--- src/rtl/hacd_pkg.sv ---
// Shared types for the HACD register-bus initiator: bus structs, FSM state, queued command.
package hacd_pkg;

  // Register bus request, 32-bit address and data.
  typedef struct packed {
    logic [31:0] addr;
    logic        write;
    logic [31:0] wdata;
    logic [3:0]  wstrb;
    logic        valid;
  } reg_intf_req_a32_d32;

  // Register bus response, 32-bit data.
  typedef struct packed {
    logic [31:0] rdata;
    logic        error;
    logic        ready;
  } reg_intf_resp_d32;

  typedef enum logic [1:0] {
    StIdle,
    StIssue,
    StResp
  } init_state_e;

  // One queued command as it sits in the command FIFO.
  typedef struct packed {
    logic        write;
    logic [31:0] addr;
    logic [31:0] wdata;
    logic [3:0]  wstrb;
  } cmd_t;

  localparam int unsigned CmdWidth = $bits(cmd_t);

  // Build an asserted bus request from a queued command.
  function automatic reg_intf_req_a32_d32 cmd_to_req(cmd_t c);
    reg_intf_req_a32_d32 r;
    r.addr  = c.addr;
    r.write = c.write;
    r.wdata = c.wdata;
    r.wstrb = c.wstrb;
    r.valid = 1'b1;
    return r;
  endfunction

endpackage

--- src/rtl/hacd_reg_cmd_fifo.sv ---
// Command FIFO: power-of-two depth, head visible combinationally, overflow pushes dropped.
module hacd_reg_cmd_fifo #(
  parameter int unsigned Depth = 4,
  parameter int unsigned Width = 69
) (
  input  logic             clk,
  input  logic             rst,
  input  logic             push,
  input  logic [Width-1:0] wdata,
  output logic             full,
  input  logic             pop,
  output logic [Width-1:0] rdata,
  output logic             empty
);

  localparam int unsigned PtrW = $clog2(Depth);
  localparam int unsigned CntW = $clog2(Depth + 1);

  logic [Width-1:0] mem_q [Depth];
  logic [PtrW-1:0]  wptr_q, rptr_q;
  logic [CntW-1:0]  count_q;
  logic             do_push, do_pop;

  assign full    = (count_q == CntW'(Depth));
  assign empty   = (count_q == '0);
  assign do_push = push && !full;
  assign do_pop  = pop && !empty;
  assign rdata   = mem_q[rptr_q];

  // Pointers wrap naturally because Depth is a power of two.
  always_ff @(posedge clk or posedge rst) begin
    if (rst) begin
      wptr_q  <= '0;
      rptr_q  <= '0;
      count_q <= '0;
    end else begin
      if (do_push) wptr_q <= wptr_q + PtrW'(1);
      if (do_pop)  rptr_q <= rptr_q + PtrW'(1);
      unique case ({do_push, do_pop})
        2'b10:   count_q <= count_q + CntW'(1);
        2'b01:   count_q <= count_q - CntW'(1);
        default: count_q <= count_q;
      endcase
    end
  end

  // Storage needs no reset; only slots below count are ever read meaningfully.
  always_ff @(posedge clk) begin
    if (do_push) mem_q[wptr_q] <= wdata;
  end

endmodule

--- src/rtl/hacd_reg_initiator.sv ---
// Register-bus initiator: queues commands, issues one bus beat at a time, reports completions.
module hacd_reg_initiator
  import hacd_pkg::*;
#(
  parameter int unsigned CMD_DEPTH   = 4,
  parameter int unsigned TIMEOUT_CYC = 256
) (
  input  logic                clk_i,
  input  logic                rst_i,
  input  logic                cmd_valid_i,
  output logic                cmd_ready_o,
  input  logic                cmd_write_i,
  input  logic [31:0]         cmd_addr_i,
  input  logic [31:0]         cmd_wdata_i,
  input  logic [3:0]          cmd_wstrb_i,
  output reg_intf_req_a32_d32 req_o,
  input  reg_intf_resp_d32    resp_i,
  output logic                rsp_valid_o,
  input  logic                rsp_ready_i,
  output logic [31:0]         rsp_rdata_o,
  output logic                rsp_error_o,
  output logic                rsp_timeout_o,
  output logic                busy_o
);

  localparam int unsigned TmoW = $clog2(TIMEOUT_CYC + 1);

  init_state_e         state_q;
  reg_intf_req_a32_d32 req_q;
  logic [TmoW-1:0]     tmo_cnt_q;
  logic                rsp_valid_q, rsp_error_q, rsp_timeout_q;
  logic [31:0]         rsp_rdata_q;

  cmd_t                cmd_in, cmd_head;
  logic [CmdWidth-1:0] fifo_rdata;
  logic                fifo_full, fifo_empty, fifo_pop;

  assign cmd_in = '{write: cmd_write_i, addr: cmd_addr_i, wdata: cmd_wdata_i,
                    wstrb: cmd_wstrb_i};
  assign cmd_head = fifo_rdata;

  hacd_reg_cmd_fifo #(
    .Depth (CMD_DEPTH),
    .Width (CmdWidth)
  ) u_cmd_fifo (
    .clk   (clk_i),
    .rst   (rst_i),
    .push  (cmd_valid_i),
    .wdata (cmd_in),
    .full  (fifo_full),
    .pop   (fifo_pop),
    .rdata (fifo_rdata),
    .empty (fifo_empty)
  );

  // Head leaves the FIFO when a new beat starts: from idle, or right as a completion is consumed.
  assign fifo_pop = !fifo_empty &&
                    ((state_q == StIdle) || ((state_q == StResp) && rsp_ready_i));

  // Transaction FSM; all bus and completion outputs are registered here.
  always_ff @(posedge clk_i or posedge rst_i) begin
    if (rst_i) begin
      state_q       <= StIdle;
      req_q         <= '0;
      tmo_cnt_q     <= '0;
      rsp_valid_q   <= 1'b0;
      rsp_rdata_q   <= '0;
      rsp_error_q   <= 1'b0;
      rsp_timeout_q <= 1'b0;
    end else begin
      unique case (state_q)
        StIdle: begin
          if (!fifo_empty) begin
            req_q     <= cmd_to_req(cmd_head);
            tmo_cnt_q <= '0;
            state_q   <= StIssue;
          end
        end
        StIssue: begin
          if (resp_i.ready) begin
            req_q.valid   <= 1'b0;
            rsp_valid_q   <= 1'b1;
            rsp_rdata_q   <= req_q.write ? 32'h0 : resp_i.rdata;
            rsp_error_q   <= resp_i.error;
            rsp_timeout_q <= 1'b0;
            state_q       <= StResp;
          end else if (tmo_cnt_q == TmoW'(TIMEOUT_CYC - 1)) begin
            req_q.valid   <= 1'b0;
            rsp_valid_q   <= 1'b1;
            rsp_rdata_q   <= 32'h0;
            rsp_error_q   <= 1'b1;
            rsp_timeout_q <= 1'b1;
            state_q       <= StResp;
          end else begin
            tmo_cnt_q <= tmo_cnt_q + TmoW'(1);
          end
        end
        StResp: begin
          if (rsp_ready_i) begin
            rsp_valid_q <= 1'b0;
            if (!fifo_empty) begin
              req_q     <= cmd_to_req(cmd_head);
              tmo_cnt_q <= '0;
              state_q   <= StIssue;
            end else begin
              state_q <= StIdle;
            end
          end
        end
        default: state_q <= StIdle;
      endcase
    end
  end

  assign cmd_ready_o   = !fifo_full;
  assign req_o         = req_q;
  assign rsp_valid_o   = rsp_valid_q;
  assign rsp_rdata_o   = rsp_rdata_q;
  assign rsp_error_o   = rsp_error_q;
  assign rsp_timeout_o = rsp_timeout_q;
  assign busy_o        = !fifo_empty || (state_q != StIdle);

endmodule

--- config.mk ---
export PLATFORM = sky130hd
export DESIGN_NAME = hacd_reg_initiator
export DESIGN_NICKNAME = d
export VERILOG_FILES = /design/src/rtl/hacd_pkg.sv /design/src/rtl/hacd_reg_cmd_fifo.sv /design/src/rtl/hacd_reg_initiator.sv
export SDC_FILE = /design/constraint.sdc
export NUM_CORES = 1
export LEC_CHECK = 0
export BUFFER_PORTS_ARGS = -buffer_cell sky130_fd_sc_hd__buf_2
export CAP_MARGIN = 20
export CORE_MARGIN = 4
export CORE_UTILIZATION = 60
export DETAILED_ROUTE_END_ITERATION = 6
export GPL_ROUTABILITY_DRIVEN = 0
export PLACE_DENSITY = 0.8
export SYNTH_ARGS = -nofsm -noshare
export SYNTH_HDL_FRONTEND = slang
export SYNTH_SLANG_ARGS = --single-unit
--- constraint.sdc ---
create_clock -name clk_i -period 5.9 [get_ports clk_i]
set_input_delay 0.59 -clock clk_i [delete_from_list [all_inputs] [get_ports clk_i]]
set_output_delay 0.59 -clock clk_i [all_outputs]
set_load 0.02 [all_outputs]
==> Implementation_results.wiki, run 1 <==
{| class="wikitable"
! Metric !! Value
|-
| Floorplan row count || 57
|-
| CTS H-tree depth || 2
|-
| Die Ht || 166 um
|-
| Critical path class || reg2reg
|-
| Synthesized netlist net count || 877
|-
| Wire length of the first global-routing pass || 46,500 um
|-
| Average cell area after synthesis || 19.6 sq um
|-
| Count of buffers added by post-CTS timing repair for setup || 0
|-
| Overall via count from detail_route || 7,805
|-
| Primary flip-flop cell chosen by synthesis mapping || sky130_fd_sc_hd__edfxtp_1
|-
| Maximum number of pins on one net before global-route repair || 71
|-
| Number of buffers added to fix hold violations after cts || 0
|-
| Post-synthesis mux area share || 15.8%
|-
| Static power due to leakage || 6.70 nW
|-
| Post-CTS Resized || 0
|-
| Iteration count of the initial detailed-routing pass || 5
|-
| Number of max-slew violations in the final report || 0
|-
| Max Freq || 0.398 GHz
|-
| Post-Syn Instances || 762
|-
| CTS clk-pin slew, worst paths || 60 ps
|-
| Number of vias per cell || 5.79
|-
| Antenna violations before repair || 6
|-
| TritonCTS Buffers || 40
|-
| Worst R2R End || tmo_cnt_q[7]
|-
| Share of layout cells above drive strength 1 || 42.8%
|-
| ANT nets after route || 0
|-
| Reg2Reg Depth || 7
|-
| Number of remaining DRC errors || 0
|-
| Setup TNS after final layout || 0 ps
|-
| Most area-consuming cells after synthesis || sky130_fd_sc_hd__edfxtp_1 56%, sky130_fd_sc_hd__dfrtp_1 21%, sky130_fd_sc_hd__mux4_2 10%
|-
| Most common cell in the synthesized netlist || sky130_fd_sc_hd__edfxtp_1
|-
| Number of max-capacitance violations reported || 0
|-
| Reg2Reg Setup Slack || 3390 ps
|-
| Half-perimeter wire length after detailed placement || 16,800 um
|-
| Register bit count reported by yosys || 399
|-
| EDFF count, synth || 276
|-
| Beginning of the critical path || tmo_cnt_q[0]
|-
| Status || finished, final reports clean
|-
| Slew at the pin with the worst max-slew slack || 1090 ps
|-
| Average wire length per cell after detail routing || 21.5 um
|-
| Path category of the worst min-delay check || in2async
|-
| Die Outline Area || 27,500 sq um
|-
| Area fraction in and, or, nand and nor cells after synthesis || 2.20%
|-
| Distinct cell type count of the synthesized netlist || 41
|-
| Pwr/cell area || 552 nW/um^2
|-
| Clock tree from TritonCTS || built
|-
| Fraction of the mapped netlist area in adder cells || 0.721%
|-
| Cells after DPL || 1,271
|-
| Main combinational cell family by area after synthesis || multiplexers
|-
| Async set-reset flop share out of synthesis || 30.8%
|-
| List of most frequent post-synthesis cells || 276 x sky130_fd_sc_hd__edfxtp_1, 123 x sky130_fd_sc_hd__dfrtp_1, 70 x sky130_fd_sc_hd__mux2_2
|-
| Maximum fanout along the worst path || 9
|-
| Total number of yosys warnings || 0
|-
| Endpoint of the most critical setup path || tmo_cnt_q[7]
|-
| Core area || 24,400 sq um
|-
| Iter 0 DRT Violations || 590
|-
| Relative slew slack || 27.2%
|-
| Final clock skew || 14.2 ps
|-
| Required time of the critical path || 6340 ps
|-
| Sequential area share after synthesis || 76.1%
|-
| Final count of hold timing violations || 0
|-
| Yosys top cell area share || 55.5%
|-
| Root Driver || sky130_fd_sc_hd__clkbuf_16
|-
| Number of global-route vias before repair || 8,377
|-
| Post-Route WL || 29,000 um
|-
| IO Port Bufs || 213
|-
| Filler cell count || 1,490
|-
| Library cell occupying the most area in the post-synthesis netlist || sky130_fd_sc_hd__edfxtp_1
|-
| Final critical-path required period || 2510 ps
|-
| Die Wd || 166 um
|-
| Non-filler cells, final || 1,348
|-
| RSZ-0062 raised after global routing || false
|-
| Clk_lat worst skew || 520 ps
|-
| CTS max path bufs || 3
|-
| Type of destination of the critical path || flop
|-
| Compound-Gate Fraction of Synth Area || 3.29%
|-
| Final setup viols || 0
|-
| Reg-to-reg startpoint || tmo_cnt_q[0]
|-
| Worst supply voltage drop on vdd || 0.363 mV
|-
| Data arrival, critical path || 2950 ps
|-
| Number of sinks driven by the clock tree || 399
|-
| Netlist area before placement || 14,900 sq um
|-
| Xor and xnor fraction of the mapped netlist area || 0.352%
|-
| Period Utilization, post-route || 42.6%
|-
| Area added between synthesis and finish || 18.5%
|-
| Initial core utilization || 61.2%
|-
| Residual overflow from global routing || 0
|-
| Count of boundary I/O pins || 214
|-
| Net count reported at finish || 1,106
|-
| WHS || 151 ps
|-
| Critical path launch point type || flop
|-
| Global router's overall resource usage || 21.4%
|}
## layout by cell type (no fill, tap or decap), types with 2 or more instances in the layout
cell type                     n
sky130_fd_sc_hd__ha_1         7
sky130_fd_sc_hd__clkbuf_1    12
sky130_fd_sc_hd__o211ai_1     3
sky130_fd_sc_hd__clkbuf_8     5
sky130_fd_sc_hd__o21ai_0     68
sky130_fd_sc_hd__xnor2_1      2
sky130_fd_sc_hd__nor4b_1      2
sky130_fd_sc_hd__dfrtp_4      2
sky130_fd_sc_hd__bufinv_16    2
sky130_fd_sc_hd__nand3_1      3
sky130_fd_sc_hd__xor2_1       4
sky130_fd_sc_hd__diode_2      2
sky130_fd_sc_hd__buf_4        9
sky130_fd_sc_hd__nor2_1       3
sky130_fd_sc_hd__buf_2      213
sky130_fd_sc_hd__or4_1        2
sky130_fd_sc_hd__buf_16       2
sky130_fd_sc_hd__mux2_2      70
sky130_fd_sc_hd__inv_6        2
sky130_fd_sc_hd__mux2i_1      2
sky130_fd_sc_hd__mux4_2      69
sky130_fd_sc_hd__clkinv_1     4
sky130_fd_sc_hd__clkbuf_16   40
sky130_fd_sc_hd__a21oi_1      6
sky130_fd_sc_hd__buf_8        2
sky130_fd_sc_hd__clkinv_2     7
sky130_fd_sc_hd__inv_1       13
sky130_fd_sc_hd__o21a_1       2
sky130_fd_sc_hd__dfrtp_1    121
sky130_fd_sc_hd__edfxtp_1   276
sky130_fd_sc_hd__o211ai_2     3
sky130_fd_sc_hd__nand2_1     39
sky130_fd_sc_hd__and3_4       4
sky130_fd_sc_hd__nand2b_1     2
## sequential cells by signal, summed over array words and instances, names as in the netlist
signal              count
rsp_timeout_o           1
rsp_error_o             1
u_cmd_fifo.wptr_q       2
u_cmd_fifo.mem_q      276
tmo_cnt_q               9
u_cmd_fifo.count_q      3
u_cmd_fifo.rptr_q       2
state_q                 2
rsp_valid_o             1
req_o                  70
rsp_rdata_o            32
## logic make-up (layout without fill, tap and decap cells)
group | count (synthesis) | count (layout)
DFF | 399 | 399
muxes | 141 | 141
AOI/OAI and AO/OA | 88 | 88
and+or+nand+nor | 67 | 67
buffers and inverters | 53 | 313
adders and majority gates | 8 | 8
xor gates and xnor gates | 6 | 6
other | 0 | 2
## stage by stage
stage	instance area (sq um)	worst slack [ps]	util (%)	power [W]
floorplan	14900	2040	-	0.00643
global placement	16300	3200	67.0	0.00729
detailed placement	16400	3170	67.2	0.00743
CTS	17600	3100	72.3	0.00986
global route	17700	3250	72.5	0.0103
finish	17700	3390	72.5	0.00976
## power by group
group	leakage, nW	switching [W]	internal (W)
logic	2.04	0.00165	0.00139
registers	4.04	0.000472	0.00387
clock network	0.617	0.000979	0.00141
## worst min-delay path by stage
stage	end	start	cells after the start	slack, ps
final	u_cmd_fifo.wptr_q[0]	rst_i	2	150
after floorplan	u_cmd_fifo.count_q[2]	u_cmd_fifo.count_q[2]	1	450
after CTS	req_o[0]	rst_i	2	160
after global routing	u_cmd_fifo.wptr_q[0]	rst_i	2	190
after global placement	req_o[0]	req_o[0]	1	470
after detailed placement	u_cmd_fifo.count_q[2]	u_cmd_fifo.count_q[2]	1	490
## worst max-delay path, cell delays in order, from the launching register on
cell	delay [ps]
sky130_fd_sc_hd__dfrtp_1	400
sky130_fd_sc_hd__ha_1	270
sky130_fd_sc_hd__nand3_1	140
sky130_fd_sc_hd__nor4_1	60
sky130_fd_sc_hd__ha_1	240
sky130_fd_sc_hd__or4b_1	660
sky130_fd_sc_hd__or4_1	570
sky130_fd_sc_hd__o211ai_2	90
## routing by layer
layer  wire length, um  global-route usage (%)  vias up
li1                  -                       -     3445
met1             11200                    27.6     3989
met2             14800                    36.5      299
met3              2080                    5.28       64
met4               772                    6.85        8
met5                48                       0        -
## layout make-up
class,count,area [sq um],area share [%]
sequential,399,11400,64.3
multi-input combinational,310,3370,19.1
timing repair buffer,226,1220,6.89
clock buffer,57,1110,6.30
tap,324,405,2.29
clock inverter,16,143,0.806
inverter,14,57.6,0.325
antenna,2,5.00,0.0283
Note: power is estimated with default switching activity, not from simulation.
==> run 2: changes to the inputs <==
ABC_AREA = 1   (was unset)
CORE_UTILIZATION = 57   (was 60)
PLACE_DENSITY = 0.76   (was 0.8)
clock period = 2.56 ns   (was 5.9 ns; I/O delays follow)
==> run 2 against run 1 <==
Effect of this change: global-route usage grew 2.5 points; non-clock buffer count grew 94; clock skew is essentially flat; largest power group unchanged; maximum frequency grew 28%; sequential power grew 120%; area after synthesis grew 1.9%; sequential share of layout area shrank 4.6 points; worst hold slack lost 130 ps; power grew 150%; via count grew 36%; final cell count grew 42%; register-to-register slack lost 2800 ps.
==> Implementation_results.wiki, run 2 <==
{| class="wikitable"
! Metric !! Value
|-
| IO Port Bufs || 213 (unchanged)
|-
| Number of max-slew violations in the final report || 0 (unchanged)
|-
| Met2 routed wirelength || 17,800 um (+20%)
|-
| Wire length of the first global-routing pass || 55,400 um (+19%)
|-
| Synthesized netlist net count || 1,360 (+55%)
|-
| Clk_lat worst skew || 530 ps (about the same)
|-
| Net count reported at finish || 1,655 (+50%)
|-
| Most area-consuming cells after synthesis || sky130_fd_sc_hd__edfxtp_1 54%, sky130_fd_sc_hd__dfrtp_1 20%, sky130_fd_sc_hd__nand2_1 7.6%
|-
| Final clock skew || 14.2 ps (-0.0695 ps)
|-
| Metal3 WL || 2610 um (+25%)
|-
| EDFF count, synth || 276 (unchanged)
|-
| Area added between synthesis and finish || 25.2%
|-
| Iteration count of the initial detailed-routing pass || 5 (unchanged)
|-
| Die Ht || 171 um (+3.4%)
|-
| Total number of yosys warnings || 0 (unchanged)
|-
| Count of buffers added by post-CTS timing repair for setup || 0 (unchanged)
|-
| CTS H-tree depth || 2 (unchanged)
|-
| Iter 0 DRT Violations || 815 (+38%)
|-
| Final setup viols || 0 (unchanged)
|-
| Sequential area share after synthesis || 74.7% (-1.4 points)
|-
| Ordered cell list for the critical path || nor2_2, nand2_1, nand2_1, ha_1, inv_1, fa_1, a21oi_1, o21ai_0, xor2_1
|-
| ANT nets after route || 0 (unchanged)
|-
| Most common library cell in the layout ignoring fill and taps || sky130_fd_sc_hd__nand2_1
|-
| Critical path class || reg2reg
|-
| Post-Syn Instances || 1,245 (+63%)
|-
| Share of layout cells above drive strength 1 || 20.4% (-22 points)
|-
| CTS clk-pin slew, worst paths || 60 ps (about the same)
|-
| Count of boundary I/O pins || 214 (unchanged)
|-
| Final count of hold timing violations || 0 (unchanged)
|-
| Post-Route WL || 35,500 um (+23%)
|-
| Register bit count reported by yosys || 399 (unchanged)
|-
| Path category of the worst min-delay check || in2reg
|-
| Global router's overall resource usage || 23.9% (+2.5 points)
|-
| Half-perimeter wire length after detailed placement || 19,100 um (+14%)
|-
| Initial core utilization || 58.2% (-3.0 points)
|-
| TritonCTS Buffers || 41 (+2.5%)
|-
| Netlist area before placement || 15,200 sq um (+1.9%)
|-
| Maximum single-stage delay on the critical path || 430 ps (-230 ps)
|-
| Average wire length per cell after detail routing || 18.6 um (-13%)
|-
| Final critical-path required period || 1960 ps (-552 ps)
|-
| Number of remaining DRC errors || 0 (unchanged)
|-
| Clock tree from TritonCTS || built
|-
| Yosys top cell area share || 54.5% (-1.0 points)
|-
| Antenna violations before repair || 2 (-4)
|-
| Die Outline Area || 29,400 sq um (+6.9%)
|-
| CTS max path bufs || 3 (unchanged)
|-
| Reg-to-reg startpoint || u_cmd_fifo.count_q[0]
|-
| Core area || 26,100 sq um (+7.1%)
|-
| Maximum number of pins on one net before global-route repair || 86 (+21%)
|-
| Library cell occupying the most area in the post-synthesis netlist || sky130_fd_sc_hd__edfxtp_1
|-
| Floorplan row count || 59 (+3.5%)
|-
| Pwr/cell area || 1260 nW/um^2 (+130%)
|-
| Type of destination of the critical path || flop
|-
| Max Freq || 0.511 GHz (+28%)
|-
| Die Wd || 171 um (+3.4%)
|-
| Startpoint of the most critical hold path || resp_i[6]
|-
| Worst supply voltage drop on vdd || 0.819 mV (+130%)
|-
| Post-CTS Resized || 0 (unchanged)
|-
| Overall via count from detail_route || 10,600 (+36%)
|-
| Number of global-route vias before repair || 10,700 (+28%)
|-
| Required time of the critical path || 2950 ps (-3390 ps)
|-
| Critical path launch point type || flop
|-
| RSZ-0062 raised after global routing || false
|-
| Async set-reset flop share out of synthesis || 30.8% (unchanged)
|-
| Data arrival, critical path || 2350 ps (-600 ps)
|-
| Period Utilization, post-route || 76.5% (+34 points)
|-
| Number of max-capacitance violations reported || 0 (unchanged)
|-
| Distinct cell type count of the synthesized netlist || 29 (-29%)
|-
| Number of vias per cell || 5.56 (-4.0%)
|-
| Root Driver || sky130_fd_sc_hd__clkbuf_16
|-
| Post-route total power || 0.0240 W (+150%)
|-
| Setup slack after layout || 602 ps (-2790 ps)
|-
| Slew at the pin with the worst max-slew slack || 947 ps (-145 ps)
|-
| Beginning of the critical path || u_cmd_fifo.count_q[0]
|-
| Critical path's slowest cell || sky130_fd_sc_hd__fa_1
|-
| Routed length on met1 || 14,200 um (+27%)
|-
| Most common cell in the synthesized netlist || sky130_fd_sc_hd__nand2_1
|-
| Residual overflow from global routing || 0 (unchanged)
|-
| Number of sinks driven by the clock tree || 399 (unchanged)
|-
| Relative slew slack || 36.9% (+9.7 points)
|-
| Largest register by flop count || u_cmd_fifo.mem_q
|-
| Commonest non-fill, non-tap cells in the layout || 306 x sky130_fd_sc_hd__nand2_1, 276 x sky130_fd_sc_hd__edfxtp_1, 213 x sky130_fd_sc_hd__buf_2
|-
| Filler cell count || 1,702 (+14%)
|-
| List of most frequent post-synthesis cells || 306 x sky130_fd_sc_hd__nand2_1, 276 x sky130_fd_sc_hd__edfxtp_1, 174 x sky130_fd_sc_hd__o21ai_0
|-
| Status || finished, final reports clean
|-
| Primary flip-flop cell chosen by synthesis mapping || sky130_fd_sc_hd__edfxtp_1
|-
| Average cell area after synthesis || 12.2 sq um (-38%)
|-
| Number of flip-flops under the largest register name || 276 (unchanged)
|-
| Number of buffers added to fix hold violations after cts || 84 (+84)
|-
| Static power due to leakage || 7.80 nW (+16%)
|-
| Pre-CTS worst setup slack || 613 ps (-2550 ps)
|-
| Most frequent cell on the critical path || sky130_fd_sc_hd__nand2_1
|-
| Top Layer Used || met4
|-
| Maximum fanout along the worst path || 4 (-5)
|}
[run 2: cell types whose count changed in the layout (fill, tap and decap cells not counted), sizes merged, moves of 5 or more]
cell,previous run,this run
buf,226,236
bufinv,2,7
clkbuf,57,52
dlygate4sd3,0,84
inv,15,30
mux2,70,0
mux4,69,0
nand2,39,306
nand3,3,13
nor2,3,155
o211ai,6,0
o21ai,69,183
o22ai,1,69
[run 2: metal layers]
layer	GRT usage, %	vias to the layer above
met1	30.7	5169
li1	-	4929
met4	7.58	0
met5	0	-
met3	4.46	68
met2	41.7	452
[run 2: cells by family (layout without fill, tap and decap cells)]
| group | after synthesis | in the layout | share of synthesized area (%) |
|---|---|---|---|
| AOI/OAI and AO/OA | 258 | 258 | 9.18 |
| xor gates and xnor gates | 4 | 4 | 0.230 |
| adders and majority gates | 8 | 8 | 0.707 |
| buffers and inverters | 98 | 425 | 3.02 |
| DFF | 399 | 399 | 74.7 |
| other | 0 | 3 | 0 |
| and+or+nand+nor | 478 | 478 | 12.1 |
[run 2: cell type report]
| type | instances | area, sq um | share of cell area [%] |
|---|---|---|---|
| antenna | 3 | 7.51 | 0.0394 |
| clock buffer | 52 | 1160 | 6.09 |
| clock inverter | 23 | 294 | 1.54 |
| inverter | 30 | 121 | 0.637 |
| multi-input combinational | 748 | 3410 | 17.9 |
| sequential | 399 | 11400 | 59.7 |
| tap | 335 | 419 | 2.20 |
| timing repair buffer | 320 | 2250 | 11.8 |
[run 2: critical path: cells and delay by family, from the launching register on]
| kind | cells | cell delay [ps] |
|---|---|---|
| AO/OA/AOI/OAI | 2 | 250 |
| AND/OR/NAND/NOR | 3 | 360 |
| flip-flops | 1 | 420 |
| adder cells (fa/ha/maj) | 2 | 580 |
| XOR/XNOR | 1 | 160 |
| buffers and inverters | 1 | 70 |
[run 2: where the power goes]
part	switching [W]	internal (W)	leakage [nW]
Combinational	0.00559	0.00253	3.01
Clock	0.00235	0.00391	0.707
Sequential	0.000837	0.00882	4.08
[run 2: final timing paths]
path,endpoint,slack [ps],cells after the start
worst max-delay path,u_cmd_fifo.count_q[2],600,9
worst min-delay path,rsp_rdata_o[4],20,3
worst max register to register,u_cmd_fifo.count_q[2],600,9
worst min register to register,req_o[2],470,2
max in group asynchronous,req_o[65],1690,4
min in group asynchronous,req_o[26],380,4
[run 2: stage by stage]
step | instance area, sq um | setup TNS (ps) | hold slack, ps | std cells | util [%]
final | 19000 | 0 | 23.8 | 1910 | 72.9
after floorplan | 15200 | -155000 | 355 | 1245 | -
after global routing | 19000 | 0 | 17.9 | 1909 | 72.9
after CTS | 19000 | 0 | 1.85 | 1907 | 72.8
after global placement | 16700 | 0 | 366 | 1748 | 64.1
after detailed placement | 16700 | 0 | 364 | 1748 | 64.1
==> run 3: changes to the inputs <==
ABC_AREA = 0   (was 1)
clock period = 2 ns   (was 2.56 ns; I/O delays follow)
==> run 3 against run 2 <==
Effect of this change: the flow now finishes with violations (negative setup slack); register-to-register slack got worse by 640 ps; design area increased by 1.9%; sequential cell count unchanged; global-route usage decreased by 1.4 points; via count decreased by 21%; sequential share of layout area decreased by 1.1 points; critical path type unchanged; largest power group unchanged.
==> Implementation_results.wiki, run 3 (same netlist as run 1, synthesis figures left out) <==
{| class="wikitable"
! Metric !! Value
|-
| Worst supply voltage drop on vdd || 0.953 mV (+16%)
|-
| Ordered cell list for the critical path || ha_4, nand3_4, nor4_4, ha_2, or4b_4, or4_4, o211ai_2
|-
| Iteration count of the initial detailed-routing pass || 4 (-1)
|-
| Pwr/cell area || 1570 nW/um^2 (+24%)
|-
| Met2 routed wirelength || 17,000 um (-4.7%)
|-
| Die Ht || 170 um (-0.88%)
|-
| Filler cell count || 1,373 (-19%)
|-
| Count of boundary I/O pins || 214 (unchanged)
|-
| Antenna violations before repair || 0 (-2)
|-
| Post-Route WL || 32,100 um (-9.6%)
|-
| Critical path launch point type || flop
|-
| Number of sinks driven by the clock tree || 399 (unchanged)
|-
| Maximum fanout along the worst path || 4 (unchanged)
|-
| Ant. Diodes || 0 (-3)
|-
| Number of stages on the worst hold path || 3 (unchanged)
|-
| Cells after DPL || 1,307 (-25%)
|-
| Startpoint of the most critical hold path || resp_i[0]
|-
| Root Driver || sky130_fd_sc_hd__clkbuf_16
|-
| Path category of the worst min-delay check || in2reg
|-
| Data arrival, critical path || 2460 ps (+110 ps)
|-
| Final count of hold timing violations || 0 (unchanged)
|-
| IO Port Bufs || 213 (unchanged)
|-
| Final clock skew || 14.4 ps (+0.276 ps)
|-
| Half-perimeter wire length after detailed placement || 18,000 um (-6.0%)
|-
| Worst path buffer plus inverter count || 0 (-1)
|-
| Number of max-capacitance violations reported || 0 (unchanged)
|-
| Share of layout cells above drive strength 1 || 42.6% (+22 points)
|-
| Final setup viols || 5 (+5)
|-
| Overall via count from detail_route || 8,380 (-21%)
|-
| Required time of the critical path || 2430 ps (-520 ps)
|-
| Static power due to leakage || 7.45 nW (-4.5%)
|-
| Post-route total power || 0.0304 W (+27%)
|-
| WHS || 99.9 ps (+76.1 ps)
|-
| Setup TNS after final layout || -105 ps (-105 ps)
|-
| Net count reported at finish || 1,246 (-25%)
|-
| Number of flip-flops under the largest register name || 276 (unchanged)
|-
| Top delay family on crit path || simple AND/OR/NAND/NOR gates
|-
| ANT nets after route || 0 (unchanged)
|-
| Global router's overall resource usage || 22.5% (-1.4 points)
|-
| Core area || 25,500 sq um (-2.5%)
|-
| CTS clk-pin slew, worst paths || 60 ps (about the same)
|-
| Logic depth of the worst path, buffers included || 7 (-2)
|-
| Iter 0 DRT Violations || 507 (-38%)
|-
| Die Wd || 170 um (-0.88%)
|-
| Critical path class || reg2reg
|-
| Top Layer Used || met4
|-
| Reg2Reg Setup Slack || -30 ps (-640 ps)
|-
| Floorplan row count || 58 (-1.7%)
|-
| Period Utilization, post-route || 102% (+25 points)
|-
| Number of remaining DRC errors || 0 (unchanged)
|-
| Most common library cell in the layout ignoring fill and taps || sky130_fd_sc_hd__edfxtp_1
|-
| Wire length of the first global-routing pass || 50,700 um (-8.5%)
|-
| Reg2Reg Depth || 7 (-2)
|-
| Type of destination of the critical path || flop
|-
| CTS max path bufs || 3 (unchanged)
|-
| CTS H-tree depth || 2 (unchanged)
|-
| Worst Hold Endpoint || rsp_valid_o
|-
| Worst R2R End || tmo_cnt_q[7]
|-
| Metal3 WL || 2270 um (-13%)
|-
| Clk_lat worst skew || 520 ps (about the same)
|-
| Relative slew slack || 67.4% (+30 points)
|-
| Commonest non-fill, non-tap cells in the layout || 276 x sky130_fd_sc_hd__edfxtp_1, 213 x sky130_fd_sc_hd__buf_2, 121 x sky130_fd_sc_hd__dfrtp_1
|-
| Maximum single-stage delay on the critical path || 540 ps (+110 ps)
|-
| Number of global-route vias before repair || 9,153 (-14%)
|-
| Slew at the pin with the worst max-slew slack || 489 ps (-457 ps)
|-
| Violations in the final reports || negative setup slack
|-
| Initial core utilization || 58.6% (+0.41 points)
|-
| Routed length on met1 || 12,100 um (-15%)
|-
| Reg-to-reg startpoint || tmo_cnt_q[0]
|-
| Number of max-slew violations in the final report || 0 (unchanged)
|-
| Area added between synthesis and finish || 30.0%
|-
| Critical path's slowest cell || sky130_fd_sc_hd__or4b_4
|-
| Largest register by flop count || u_cmd_fifo.mem_q
|-
| Area of the multi-input gates || 3490 sq um (+2.2%)
|-
| Setup slack after layout || -33.5 ps (-635 ps)
|-
| Non-filler cells, final || 1,493 (-22%)
|-
| Max Freq || 0.492 GHz (-3.7%)
|-
| Die Outline Area || 28,800 sq um (-1.7%)
|-
| Area taken by flip-flops and latches || 11,400 sq um (about the same)
|-
| Maximum number of pins on one net before global-route repair || 80 (-7.0%)
|-
| Status || finished with violations
|-
| Final critical-path required period || 2030 ps (+75.4 ps)
|-
| Average wire length per cell after detail routing || 21.5 um (+16%)
|-
| RSZ-0062 raised after global routing || true
|-
| Clock tree from TritonCTS || built
|-
| Final core utilization || 76.2% (+3.3 points)
|-
| TritonCTS Buffers || 40 (-2.4%)
|-
| Number of vias per cell || 5.61 (+0.97%)
|-
| Residual overflow from global routing || 0 (unchanged)
|}
## run 3: cell types whose count changed in the layout (fill, tap and decap cells not counted), sizes merged, moves of 25 or more
| cell | change |
|---|---|
| nand2 | -267 |
| nor2 | -152 |
| o21ai | -114 |
| mux2 | +70 |
| mux4 | +69 |
| o22ai | -68 |
| buf | +25 |
## run 3: where the power goes
group,internal (W),total (W),switching (W)
clock network,0.00470,0.00765,0.00295
logic,0.00478,0.0104,0.00558
registers,0.0114,0.0124,0.00103
## run 3: stage by stage
stage / setup WS (ps) / area, sq um
6_report: -33.5 / 19400
5_1_grt: -90.4 / 19400
4_1_cts: -36.8 / 19400
3_5_place_dp: -177 / 16900
3_3_place_gp: -149 / 16900
2_1_floorplan: -223 / 15000
## run 3: worst max-delay path by stage
stage | start | to | slack (ps)
final | tmo_cnt_q[0] | tmo_cnt_q[7] | -30
after floorplan | tmo_cnt_q[0] | tmo_cnt_q[5] | -220
after global placement | tmo_cnt_q[1] | tmo_cnt_q[3] | -150
after detailed placement | tmo_cnt_q[1] | tmo_cnt_q[4] | -180
after CTS | tmo_cnt_q[0] | tmo_cnt_q[7] | -40
after global routing | tmo_cnt_q[0] | tmo_cnt_q[4] | -90
## run 3: repair_timing
| item | in CTS | in global routing |
|---|---|---|
| hold endpoints to repair | 434 | 0 |
| endpoints found under the setup margin | 10 | 41 |
| gates resized for setup | 7 | 20 |
| hold buffers | 105 | 0 |
| buffers inserted | 4 | 3 |
| pin swaps | 8 | 2 |
## run 3: cell type report
type,count,area share (%)
sequential,399,58.6
multi-input combinational,310,18.0
timing repair buffer,366,13.9
clock buffer,57,5.96
tap,330,2.13
clock inverter,17,1.17
inverter,14,0.290
## run 3: worst min-delay path: stages
cell	delay, ps
sky130_fd_sc_hd__buf_2	170
sky130_fd_sc_hd__o21ai_2	130
sky130_fd_sc_hd__nand2_1	80
## run 3: routing by layer
| layer | up-vias | GRT usage [%] |
|---|---|---|
| met2 | 319 | 39.8 |
| li1 | 3734 | - |
| met4 | 0 | 6.13 |
| met5 | - | 0 |
| met1 | 4277 | 28.8 |
| met3 | 50 | 4.37 |
